**src/rtl/skinny_inv_sbox_pkg.sv**
```systemverilog
// rtl/skinny_inv_sbox_pkg.sv - shared types, widths and reference table for the masked inverse Skinny-64 S-box
package skinny_inv_sbox_pkg;

  typedef enum logic [1:0] {
    IDLE = 2'd0,
    STEP = 2'd1,
    HOLD = 2'd2
  } state_e;

  localparam int STEP_W = 2;

  // Unmasked inverse S-box, only for checking; the datapath never indexes it.
  localparam logic [3:0] SKINNY_INV_SBOX [16] = '{
    4'h3, 4'h4, 4'h6, 4'h8, 4'hC, 4'hA, 4'h1, 4'hE,
    4'h9, 4'h2, 4'h5, 4'h7, 4'h0, 4'hB, 4'hD, 4'hF
  };

  // Rotate a nibble right by one: (x3,x2,x1,x0) -> (x0,x3,x2,x1).
  function automatic logic [3:0] rotr1(input logic [3:0] x);
    return {x[0], x[3:1]};
  endfunction

endpackage

```
**src/rtl/dom_and_2sh.sv**
```systemverilog
// rtl/dom_and_2sh.sv - two-share domain-oriented masked AND, optional cross-term register stage
module dom_and_2sh #(
  parameter int DOM_REG = 1
) (
  input  logic clk,
  input  logic rst,
  input  logic en,
  input  logic a0,
  input  logic a1,
  input  logic b0,
  input  logic b1,
  input  logic r,
  output logic q0,
  output logic q1
);

  logic inner0, inner1, cross0, cross1;

  assign inner0 = a0 & b0;
  assign inner1 = a1 & b1;
  assign cross0 = (a0 & b1) ^ r;
  assign cross1 = (a1 & b0) ^ r;

  if (DOM_REG != 0) begin : g_reg
    logic cross0_q, cross1_q;

    // Capture the remasked cross terms so the two domains only meet through a register.
    always_ff @(posedge clk) begin
      if (rst) begin
        cross0_q <= 1'b0;
        cross1_q <= 1'b0;
      end else if (en) begin
        cross0_q <= cross0;
        cross1_q <= cross1;
      end
    end

    assign q0 = inner0 ^ cross0_q;
    assign q1 = inner1 ^ cross1_q;
  end else begin : g_comb
    logic unused_ctrl;
    assign unused_ctrl = clk ^ rst ^ en;
    assign q0 = inner0 ^ cross0;
    assign q1 = inner1 ^ cross1;
  end

endmodule

```
**src/rtl/skinny_inv_sbox_serial_masked.sv**
```systemverilog
// rtl/skinny_inv_sbox_serial_masked.sv - serial two-share masked Skinny-64 inverse S-box (option SKINNY_INV_SBOX_OUT_REFRESH_EN)
module skinny_inv_sbox_serial_masked
  import skinny_inv_sbox_pkg::*;
#(
  parameter int DOM_REG = 1,
  parameter int N_STEPS = 4
) (
  input  logic       clk,
  input  logic       rst,
  input  logic       in_valid,
  output logic       in_ready,
  input  logic [3:0] in0,
  input  logic [3:0] in1,
  input  logic [4:0] r,
  output logic       out_valid,
  input  logic       out_ready,
  output logic [3:0] out0,
  output logic [3:0] out1
);

  if (N_STEPS != 4) begin : g_bad_n_steps
    $error("skinny_inv_sbox_serial_masked: N_STEPS must be 4");
  end

  localparam logic [1:0] S_IDLE = IDLE;
  localparam logic [1:0] S_STEP = STEP;
  localparam logic [1:0] S_HOLD = HOLD;

  logic [1:0]        state_q, state_d;
  logic [STEP_W-1:0] cnt_q, cnt_d;
  logic [3:0]        sh0_q, sh0_d, sh1_q, sh1_d;
  logic              phase_q, phase_d;
  logic [3:0]        rot0, rot1, nxt0, nxt1;
  logic              and_en, and_q0, and_q1, step_fire, last_step;

  // Step 0 works on the loaded nibble; later steps rotate first. Each share rotates on its own.
  assign rot0 = (cnt_q == '0) ? sh0_q : rotr1(sh0_q);
  assign rot1 = (cnt_q == '0) ? sh1_q : rotr1(sh1_q);

  // NOR(x3,x2) = ~x3 & ~x2; the complement lands on share 0 only.
  assign and_en = (state_q == S_STEP) && !phase_q;

  dom_and_2sh #(.DOM_REG(DOM_REG)) u_and (
    .clk (clk),
    .rst (rst),
    .en  (and_en),
    .a0  (~rot0[3]),
    .a1  (rot1[3]),
    .b0  (~rot0[2]),
    .b1  (rot1[2]),
    .r   (r[0]),
    .q0  (and_q0),
    .q1  (and_q1)
  );

  assign nxt0      = {rot0[3:1], rot0[0] ^ and_q0};
  assign nxt1      = {rot1[3:1], rot1[0] ^ and_q1};
  assign step_fire = (state_q == S_STEP) && ((DOM_REG == 0) || phase_q);
  assign last_step = (cnt_q == STEP_W'(N_STEPS - 1));

`ifndef SKINNY_INV_SBOX_OUT_REFRESH_EN
  logic unused_refresh_r;
  assign unused_refresh_r = ^r[4:1];
`endif

  // Next-state logic: load in IDLE, one step per fire in STEP, wait for the consumer in HOLD.
  always_comb begin
    state_d = state_q;
    cnt_d   = cnt_q;
    sh0_d   = sh0_q;
    sh1_d   = sh1_q;
    phase_d = 1'b0;
    case (state_q)
      S_IDLE: begin
        if (in_valid) begin
          sh0_d   = in0;
          sh1_d   = in1;
          cnt_d   = '0;
          state_d = S_STEP;
        end
      end
      S_STEP: begin
        phase_d = (DOM_REG != 0) && !phase_q;
        if (step_fire) begin
          sh0_d = nxt0;
          sh1_d = nxt1;
          cnt_d = cnt_q + 1'b1;
          if (last_step) begin
            state_d = S_HOLD;
`ifdef SKINNY_INV_SBOX_OUT_REFRESH_EN
            sh0_d = nxt0 ^ r[4:1];
            sh1_d = nxt1 ^ r[4:1];
`endif
          end
        end
      end
      S_HOLD: begin
        if (out_ready) state_d = S_IDLE;
      end
      default: state_d = S_IDLE;
    endcase
  end

  // State, counter and share registers; reset drops any nibble in flight.
  always_ff @(posedge clk) begin
    if (rst) begin
      state_q <= S_IDLE;
      cnt_q   <= '0;
      sh0_q   <= '0;
      sh1_q   <= '0;
      phase_q <= 1'b0;
    end else begin
      state_q <= state_d;
      cnt_q   <= cnt_d;
      sh0_q   <= sh0_d;
      sh1_q   <= sh1_d;
      phase_q <= phase_d;
    end
  end

  assign in_ready  = (state_q == S_IDLE);
  assign out_valid = (state_q == S_HOLD);
  assign out0      = sh0_q;
  assign out1      = sh1_q;

endmodule

```
**config.mk**
```make
export PLATFORM = sky130hd
export DESIGN_NAME = skinny_inv_sbox_serial_masked
export DESIGN_NICKNAME = d
export VERILOG_FILES = /design/src/rtl/skinny_inv_sbox_pkg.sv /design/src/rtl/dom_and_2sh.sv /design/src/rtl/skinny_inv_sbox_serial_masked.sv
export SDC_FILE = /design/constraint.sdc
export NUM_CORES = 1
export LEC_CHECK = 0
export ABC_AREA = 0
export BUFFER_PORTS_ARGS = -buffer_cell sky130_fd_sc_hd__buf_4
export CAP_MARGIN = 40
export CORE_MARGIN = 10
export CORE_UTILIZATION = 40
export CTS_CLUSTER_DIAMETER = 50
export DETAILED_ROUTE_END_ITERATION = 10
export GPL_ROUTABILITY_DRIVEN = 0
export PLACE_DENSITY_LB_ADDON = 0.1
export SLEW_MARGIN = 0
export SYNTH_ARGS = -nofsm -noshare
export SYNTH_HDL_FRONTEND = slang
export SYNTH_SLANG_ARGS = --single-unit
```
**constraint.sdc**
```tcl
create_clock -name clk -period 3.9 [get_ports clk]
set_clock_uncertainty 0.05 [all_clocks]
set_input_delay 0.39 -clock clk [delete_from_list [all_inputs] [get_ports clk]]
set_output_delay 0.39 -clock clk [all_outputs]
set_load 0.05 [all_outputs]
```
Word-level counts from Yosys, hierarchy flattened

Cells that the tools add are included.

Register bits: 15
Input bits: 17

Add/sub/neg operators: 1
Equal/unequal tests: 8
Mux-type cells: 16
Bitwise gates (word level): 13
Reductions and logical operators: 10

Operator list:

| cell                  | count |
|---|---|
| $mux W4               | 6 |
| $pmux W4 S2           | 2 |
| $mux W2               | 6 |
| $ne A2 B2 Y1 const B  | 4 |
| $reduce_and A4 Y1     | 2 |
| $pmux W2 S3           | 1 |
| $xor A1 B1 Y1         | 6 |
| $and A1 B1 Y1         | 4 |
| $eq A2 B2 Y1 const B  | 2 |
| $logic_not A2 Y1      | 2 |
| $pmux W2 S2           | 1 |
| $not A1 Y1            | 3 |
| $reduce_and A3 Y1     | 1 |
| $add A2 B1 Y2 const B | 1 |
| $eq A2 B1 Y1 const B  | 1 |
| $logic_and A1 B1 Y1   | 2 |
| $ne A2 B1 Y1 const B  | 1 |
| $reduce_bool A2 Y1    | 1 |
| $reduce_or A2 Y1      | 1 |
| $logic_not A1 Y1      | 1 |

Logic depth before layout (Yosys ltp)

Gate-level depths: netlist of the first run.

Depth in word-level cells: 8
Gate-level depth with buffers: 7

Hierarchy

Synthesis of the first run repeated with hierarchy kept, for this count alone.

Cell total of the unflattened synthesis: 107
Area total of the unflattened synthesis: 915.9 um2

By module, submodules not included:

| module                        | times used | cells an instance | area each (um2) |
|---|---|---|---|
| skinny_inv_sbox_serial_masked | 1          | 92                | 778.2 |
| dom_and_2sh                   | 1          | 15                | 137.6 |

Worst setup path before layout of the first run

No wires, ideal clock.

Path type: reg2out
Start point: register state_q[1]
End point: output port out_valid
Arrival time: 1.219 ns
Required time: 3.460 ns
Path slack: 2.241 ns
Stages on the path, launching flop included: 3
Path buffers: 1
Cells stage by stage: dfxtp_1 buf_2 nor2b_1

Cells in the longest elaborated chain, start to end: 1

RTL lines:

| item                   | RTL line                             | RTL |
|---|---|---|
| from (decl)            | skinny_inv_sbox_serial_masked.sv:29  | `logic [1:0] state_q, state_d;` |
| from (signal assigned) | skinny_inv_sbox_serial_masked.sv:113 | `state_q <= state_d;` |
| $eq A2 B2 Y1           | skinny_inv_sbox_serial_masked.sv:122 | `assign out_valid = (state_q == S_HOLD);` |
| to (decl)              | skinny_inv_sbox_serial_masked.sv:15  | `output logic out_valid,` |

Every way passes these cells.

Worst setup path after layout of the first run

Start point: register cnt_q[0]
End point: register sh0_q[0] (netlist: out0[0])

Cells in the longest elaborated chain, start to end: 8
Elaborated cells between the ends (all ways): 9
Those cells by class: 3 x mux; 5 x bitwise; 1 x reduce/logical

RTL lines:

| item                          | RTL line                                                                 | RTL |
|---|---|---|
| from (decl)                   | skinny_inv_sbox_serial_masked.sv:30                                      | `logic [STEP_W-1:0] cnt_q, cnt_d;` |
| from (signal assigned)        | skinny_inv_sbox_serial_masked.sv:114                                     | `cnt_q <= cnt_d;` |
| $logic_not A2 Y1 *            | skinny_inv_sbox_serial_masked.sv:37                                      | `assign rot0 = (cnt_q == '0) ? sh0_q : rotr1(sh0_q);` |
| $mux W4 *                     | skinny_inv_sbox_serial_masked.sv:37                                      |  |
| $not A1 Y1 (on tied branches) | skinny_inv_sbox_serial_masked.sv:47, skinny_inv_sbox_serial_masked.sv:49 |  |
| $and A1 B1 Y1                 | dom_and_2sh.sv:19                                                        | `assign inner0 = a0 & b0;` |
| $xor A1 B1 Y1                 | dom_and_2sh.sv:38                                                        | `assign q0 = inner0 ^ cross0_q;` |
| $xor A1 B1 Y1 *               | skinny_inv_sbox_serial_masked.sv:56                                      | `assign nxt0 = {rot0[3:1], rot0[0] ^ and_q0};` |
| $mux W4 *                     | skinny_inv_sbox_serial_masked.sv:84                                      | `if (step_fire) begin` |
| $pmux W4 S2 *                 | skinny_inv_sbox_serial_masked.sv:73                                      | `case (state_q)` |
| to (signal assigned)          | skinny_inv_sbox_serial_masked.sv:109                                     | `sh0_q <= '0;` |
| to (signal assigned)          | skinny_inv_sbox_serial_masked.sv:115                                     | `sh0_q <= sh0_d;` |
| to (decl)                     | skinny_inv_sbox_serial_masked.sv:31                                      | `logic [3:0] sh0_q, sh0_d, sh1_q, sh1_d;` |

Mark *: on every way between the ends. The rest lies on a longest branch, timed or not. The select of a mux whose other input is x is not followed.
A chain may end at the register's enable or synchronous reset.

==> results of run 1 <==
==> synth_stat cells (all sizes together) <==
master / instances / share of area [%]
dfxtp: 15 / 32
nand2: 11 / 4.4
a21oi: 10 / 5.3
nor2: 10 / 4.0
buf: 5 / 3.3
inv: 5 / 2.0
nand2b: 5 / 4.1
o211ai: 5 / 4.0
o21ai: 5 / 2.6
a211oi: 4 / 3.7
clkbuf: 4 / 1.6
mux2i: 4 / 4.2
nand3: 4 / 2.1
nor3: 4 / 2.1
a32oi: 3 / 2.8
ha: 3 / 4.0
nand3b: 3 / 3.7
nor2b: 3 / 2.0
nor3b: 3 / 2.4
and3: 2 / 1.3
and3b: 2 / 1.9
a21o: 1 / 0.79
a311o: 1 / 1.1
clkinv: 1 / 0.40
o221ai: 1 / 0.93
o31ai: 1 / 0.79
or4b: 1 / 1.1
xnor2: 1 / 0.93
xor2: 1 / 0.93
==> worst paths after layout <==
path / to / slack [ps] / cells after the start / startpoint
setup reg to reg: out0[0] / 1980 / 6 / cnt_q[0]
hold / removal: state_q[1] / 350 / 4 / out_ready
setup / recovery: out0[0] / 1980 / 6 / cnt_q[0]
hold reg to reg: cnt_q[0] / 430 / 2 / cnt_q[0]
==> cells by family (layout without fill, tap and decap cells) <==
logic type,after synthesis,count (layout)
AND/OR/NAND/NOR,48,48
AO/OA/AOI/OAI,31,31
flip-flops,15,15
buffers and inverters,15,32
multiplexers,4,4
adder cells (fa/ha/maj),3,3
XOR/XNOR,2,2
==> routing by layer <==
layer  wire [um]  vias to the layer above  global-route usage (%)  share of wire [%]
met3         169                        2                    3.06                7.3
met1        1060                      416                    13.3                 46
li1            -                      452                       -                  -
met5           0                        -                       0                  0
met2        1060                       18                    16.9                 46
met4          14                        0                    3.77               0.61
==> where the power goes <==
| group | total (mW) | switching (mW) | leakage, nW | internal (mW) |
|---|---|---|---|---|
| Combinational | 0.101 | 0.0608 | 0.346 | 0.0401 |
| Clock | 0.0927 | 0.0546 | 0.0177 | 0.0381 |
| Sequential | 0.177 | 0.0138 | 0.123 | 0.163 |
| Total | 0.371 | 0.129 | 0.487 | 0.242 |
==> tightest hold or removal path: stages <==
cell and delay, ps:
buf_4 100, inv_1 40, a32oi_1 50, nor2_1 70
==> layout by cell type, fill, tap and decap left out <==
master,synthesis,routed
ha_1,3,3
mux2i_1,4,4
o31ai_1,1,1
a211oi_2,1,1
inv_1,5,5
nand3b_1,2,2
or4b_1,1,1
nor2b_1,3,3
a311o_1,1,1
and3_1,2,2
clkinv_2,0,1
o21ai_0,5,5
nand2b_1,4,4
nor3_1,4,4
a211oi_1,3,3
clkinv_1,1,1
clkbuf_4,0,3
a21o_1,1,1
and3b_1,2,2
a21oi_1,10,10
nor2_1,10,10
nand3b_4,1,1
buf_4,0,22
xor2_1,1,1
nand2_1,11,11
o211ai_1,5,5
nor3b_1,3,3
dfxtp_1,15,15
nand3_1,4,4
o221ai_1,1,1
a32oi_1,3,3
nand2b_4,1,1
xnor2_1,1,1
==> flip-flops by register name, summed over array words and instances, names as in the netlist <==
register / cells
state_q: 2
out1: 4
cnt_q: 2
u_and.g_reg.cross0_q: 1
out0: 4
u_and.g_reg.cross1_q: 1
phase_q: 1
==> per-stage QoR <==
| stage | setup WS [ps] | std cells | instance area [sq um] |
|---|---|---|---|
| finish | 1980 | 163 | 1130 |
| CTS | 1940 | 163 | 1130 |
| floorplan | 2240 | 118 | 946 |
| global placement | 2010 | 159 | 1100 |
| detailed placement | 1970 | 159 | 1100 |
| global route | 1810 | 163 | 1130 |
==> area by class of cell <==
| cell class | count | share of cell area [%] |
|---|---|---|
| flip-flops and latches | 15 | 26.6 |
| well taps | 28 | 3.11 |
| repair buffers | 22 | 14.7 |
| multi-input cells | 88 | 51.2 |
| clock buffers | 3 | 2.00 |
| inverters | 6 | 2.00 |
| clock inverters | 1 | 0.444 |
==> summary.md, run 1 <==
| Metric | Value |
|---|---|
| Die Width | a little under 70 um |
| Critical-path cell list | inv_1 -> ha_1 -> nand2b_1 -> and3_1 -> or4b_1 -> nand3_1 |
| Later-pin clock latency in the skew report | 290 ps |
| Yosys reg bits | 15 |
| Routed wire length per instance | approximately 14 um |
| Peak supply drop | between 0.00015 and 0.0002 V |
| Syn avg cell area | roughly 8.0 sq um |
| CTS Sinks | 15 |
| Vias per cell | between 5 and 6 |
| Ports | 27 |
| CP arrival | approximately 2100 ps |
| Area share of and/or/nand/nor cells after synthesis | ~29% |
| Post-CTS Hold Buffers | 0 |
| Die Area | roughly 4700 sq um |
| Vias in the first global route | between 900 and 1000 |
| Hold Vio Cnt, Final | 0 |
| Max Buffers Root-to-Sink | 2 |
| CTS H-tree lvls | 1 |
| Detailed Place HPWL | between 1500 and 2000 um |
| Status | complete, no violations |
| Seq/Total Area, Yosys | between 30% and 40% |
| Ys Warns | 0 |
| Post-cts sizing count | 0 |
| Max Cap Viol | 0 |
| Normalized max-slew margin | between 40% and 50% |
| FILL cells | around 230 |
| Synth Instances | roughly 120 |
| Critical setup path kind | flip-flop to flip-flop |
| Total grt overflow | 0 |
| Nets | roughly 160 |
| CTS Root Cell | clkbuf_4 |
| PwrDens | 329 nW/um^2 |
| Worst Tran Pin Value | approximately 770 ps |
| Max Fanout on Critical Path | 13 |
| First-pass GRT wire length | between 3000 and 4000 um |
| Share of cells above drive strength 1 | 21.5% |
| Post-synthesis xor/xnor area fraction | about 1.9% |
| Initial Utilization | between 40% and 50% |
| Post-synthesis cell type count | 33 |
| Post-synthesis mux area share | ~4.2% |
| Required time worst endpoint | 4080 ps |
| Crit path buffers/inverters | 1 |
| RSZ-0062 raised after global routing | no |
| Routed Antenna Nets | 0 |
| Synthesis-to-finish area growth | 19.2% |
| Min Tclk post-route | just under 2000 ps |
| # setup viols final | 0 |
| Die height | 68.6 um |
| Critical path's top delay family | simple AND/OR/NAND/NOR gates |
| Syn Nets | between 100 and 150 |
| Total power | 371 uW |
| Hold crit path type | input pin to flip-flop |
| Clock Pin Slew Worst Setup and Hold Paths | 100 ps |
| 1st-iter DRT viols | 20 |
| Num rows | 17 |
| Wirelength, routed | about 2300 um |
| Post-CTS setup buffers | 0 |
| Critical Path End Type | flip-flop |
| Drt drc | 0 |
| Diodes inserted | 0 |
| Static Leak | slightly below 0.5 nW |
| Final Slew Violations | 0 |
| Largest family of logic cells by synthesized area | simple AND/OR/NAND/NOR gates |
| Gr usage total | a little over a tenth |
| DR vias | between 800 and 900 |
| Post-synthesis compound-gate area fraction | a little over a fifth |
| F_max | ~520 MHz |
| CP peak stage delay | ~500 ps |
| Final TNS setup | 0 ps |
| WHS | 346 ps |
| TritonCTS clock tree | done |
| Slowest-stage cell, CP | or4b_1 |
| Adder-cell area share of the yosys netlist | 3.97% |
| CTS Buf Count | 3 |
| IO Port Bufs | 22 |
| Worst setup SP type | flip-flop |
| Pin count of the biggest net entering global routing | 17 |
| Finished Core Util | between 50% and 60% |
| Synthesized area | roughly 950 sq um |
| Multi-input combinational cell area | approximately 580 sq um |
| Register area | 300 sq um |
| Initial antenna violation count | 0 |
| Final worst-path cycle share | about half |
| Core Footprint | 2230 sq um |
| DRT Pass-1 Iters | 5 |
Power figures use the tool's default switching activity.
==> run 2: changes to the inputs <==
- clock period: 3.9 -> 1.59 ns (I/O delays scaled with it)
==> run 2 against run 1 <==
Net effect:
- sequential power is 150% higher
- core utilization is 7.7 points higher
- clock-buffer cell count is 1 higher
- combinational power grew to 2.9 times the previous value
- final cell count is 9.2% higher
- wire length is 4.7% higher
- register-to-register slack worse by 1900 ps
- critical endpoint unchanged
==> summary.md, run 2 (same netlist as run 1, synthesis figures left out) <==
| Metric | Value |
|---|---|
| Switching Fraction | 33.1% (-1.7 points) |
| Normalized max-slew margin | 78.3% (+30 points) |
| Later-pin clock latency in the skew report | 280 ps (about the same) |
| Routed Antenna Nets | 0 (unchanged) |
| Synthesis-to-finish area growth | 37.3% |
| Num rows | 17 (unchanged) |
| Seq pwr share | 46.4% (-1.4 points) |
| 1st-iter DRT viols | 54 (+170%) |
| Clock Pin Slew Worst Setup and Hold Paths | 90 ps (about the same) |
| Total grt overflow | 0 (unchanged) |
| Detailed Place HPWL | 1860 um (+6.7%) |
| Clk pwr share | 22.9% (-2.1 points) |
| Ports | 27 (unchanged) |
| PwrDens | 724 nW/um^2 (+120%) |
| Gr usage total | 10.8% (+0.16 points) |
| DR vias | 935 (+5.3%) |
| Max Cap Viol | 0 (unchanged) |
| Die height | 68.6 um (unchanged) |
| Worst r2r src | cnt_q[0] |
| Min-delay src | rst |
| Vias in the first global route | 943 (+4.3%) |
| CTS Buf Count | 3 (unchanged) |
| Routed wire length per instance | 13.5 um (-4.1%) |
| R2R Setup Slk | 50 ps (-1930 ps) |
| CTS Root Cell | clkbuf_4 |
| Diodes inserted | 0 (unchanged) |
| Critical Path End Type | flip-flop |
| Slowest-stage cell, CP | or4b_1 |
| Max Buffers Root-to-Sink | 2 (unchanged) |
| Vias per cell | 5.25 (-3.6%) |
| Required time worst endpoint | 1760 ps (-2320 ps) |
| Die Area | 4710 sq um (unchanged) |
| Final Slew Violations | 0 (unchanged) |
| Min Tclk post-route | 1540 ps (-383 ps) |
| TritonCTS clock tree | done |
| Max Fanout on Critical Path | 5 (-8) |
| IO Port Bufs | 22 (unchanged) |
| Pin count of the biggest net entering global routing | 17 (unchanged) |
| Reg2Reg Depth | 6 (unchanged) |
| Terminating pin of the worst hold path | out0[3] |
| Nets | 171 (+9.6%) |
| DRT Pass-1 Iters | 4 (-1) |
| Crit path from | cnt_q[0] |
| Most frequent cells in the layout | buf_4 (36), nor2_1 (10), nand2_1 (10), a21oi_1 (10), dfxtp_1 (8) |
| Initial antenna violation count | 0 (unchanged) |
| Reg2reg end | out0[0] |
| Worst Tran Pin Value | 325 ps (-442 ps) |
| # setup viols final | 0 (unchanged) |
| Initial Utilization | 42.4% (unchanged) |
| Core Footprint | 2230 sq um (unchanged) |
| First-pass GRT wire length | 4000 um (+0.70%) |
| Die Width | 68.6 um (unchanged) |
| RSZ-0062 raised after global routing | yes |
| Wirelength, routed | 2410 um (+4.7%) |
| Pint | 629 uW (+160%) |
| Share of cells above drive strength 1 | 38.7% (+17 points) |
| Hold crit path type | input pin to flip-flop |
| Final worst-path cycle share | 96.8% (+47 points) |
| Post-CTS Hold Buffers | 0 (unchanged) |
| CP arrival | 1700 ps (-410 ps) |
| F_max | 650 MHz (+25%) |
| Combinational Power Share | 30.8% (+3.6 points) |
| Dpl cells | 172 (+8.2%) |
| Worst setup SP type | flip-flop |
| Total power | 940 uW (+150%) |
| CTS H-tree lvls | 1 (unchanged) |
| Status | complete, no violations |
| Drt drc | 0 (unchanged) |
| WHS | 121 ps (-224 ps) |
| Critical setup path kind | flip-flop to flip-flop |
| Hold Vio Cnt, Final | 0 (unchanged) |
| CTS Sinks | 15 (unchanged) |
| Critical-path cell list | inv_4 -> ha_4 -> nand2b_4 -> and3_4 -> or4b_1 -> nand3_1 |
| Peak supply drop | 0.000406 V (+160%) |
| Hold depth | 2 (-2) |
| Net Sw Power | 311 uW (+140%) |
| CP peak stage delay | 490 ps (about the same) |
| Static Leak | 0.575 nW (+18%) |
| Non-filler cells, final | 178 (+9.2%) |
| Commonest non-fill, non-tap cell in the layout | buf_4 |
run 2: cell types whose count changed in the layout (fill, tap and decap cells not counted), sizes merged:
cell,previous run,this run
clkbuf,3,4
buf,22,37
clkinv,2,1
run 2: routing by layer:
metal / vias to the layer above / global-route usage, % / share of wire [%]
li1: 483 / - / -
met1: 432 / 12.8 / 45
met2: 16 / 17.1 / 46
met3: 4 / 3.38 / 6.8
met4: 0 / 5.78 / 1.5
met5: - / 0 / 0
run 2: layout make-up:
type / count / area (sq um)
fill: 212 / 935
tap: 28 / 35.0
sequential: 15 / 309
clock buffer: 4 / 26.3
multi-input combinational: 88 / 619
inverter: 6 / 27.5
timing repair buffer: 37 / 282
run 2: worst max-delay path, delay by kind of cell (launching register included):
| kind | cells | cell delay (ps) |
|---|---|---|
| adders and majority gates | 1 | 170 |
| buffers and inverters | 1 | 50 |
| DFF | 1 | 360 |
| and+or+nand+nor | 4 | 840 |
run 2: per-stage QoR:
| stage | instance area (sq um) | TNS [ps] | utilization (%) | setup slack, ps |
|---|---|---|---|---|
| detailed placement | 1200 | -128 | 53.9 | -54.7 |
| finish | 1300 | 0 | 58.2 | 51.4 |
| floorplan | 956 | 0 | - | 0.795 |
| global route | 1300 | -11.0 | 58.2 | -8.86 |
| CTS | 1270 | 0 | 56.7 | 5.08 |
| global placement | 1200 | -17.3 | 53.9 | -14.6 |
run 2: power groups by stage:
stage / registers [mW] / clock network [mW] / logic [mW]
6_report: 0.436 / 0.215 / 0.289
5_1_grt: 0.441 / 0.243 / 0.315
4_1_cts: 0.433 / 0.226 / 0.283
3_5_place_dp: 0.441 / 0 / 0.277
3_3_place_gp: 0.441 / 0 / 0.275
2_1_floorplan: 0.489 / 0 / 0.129
run 2: how the worst max path moves through the flow:
stage                                end  slack [ps]  depth (start not counted)
floorplan                        out0[0]         0.8                          6
detailed placement               out0[0]         -50                          6
global placement                 out0[0]         -10                          6
CTS                 u_and.g_reg.cross1_q           5                          7
global route                     out1[0]          -9                          7
finish                           out0[0]          50                          6
run 2: timing repair:
item,in CTS,in global routing
endpoints found under the setup margin,3,5
buffers inserted,1,1
pin swaps,2,7
gates resized for setup,8,7
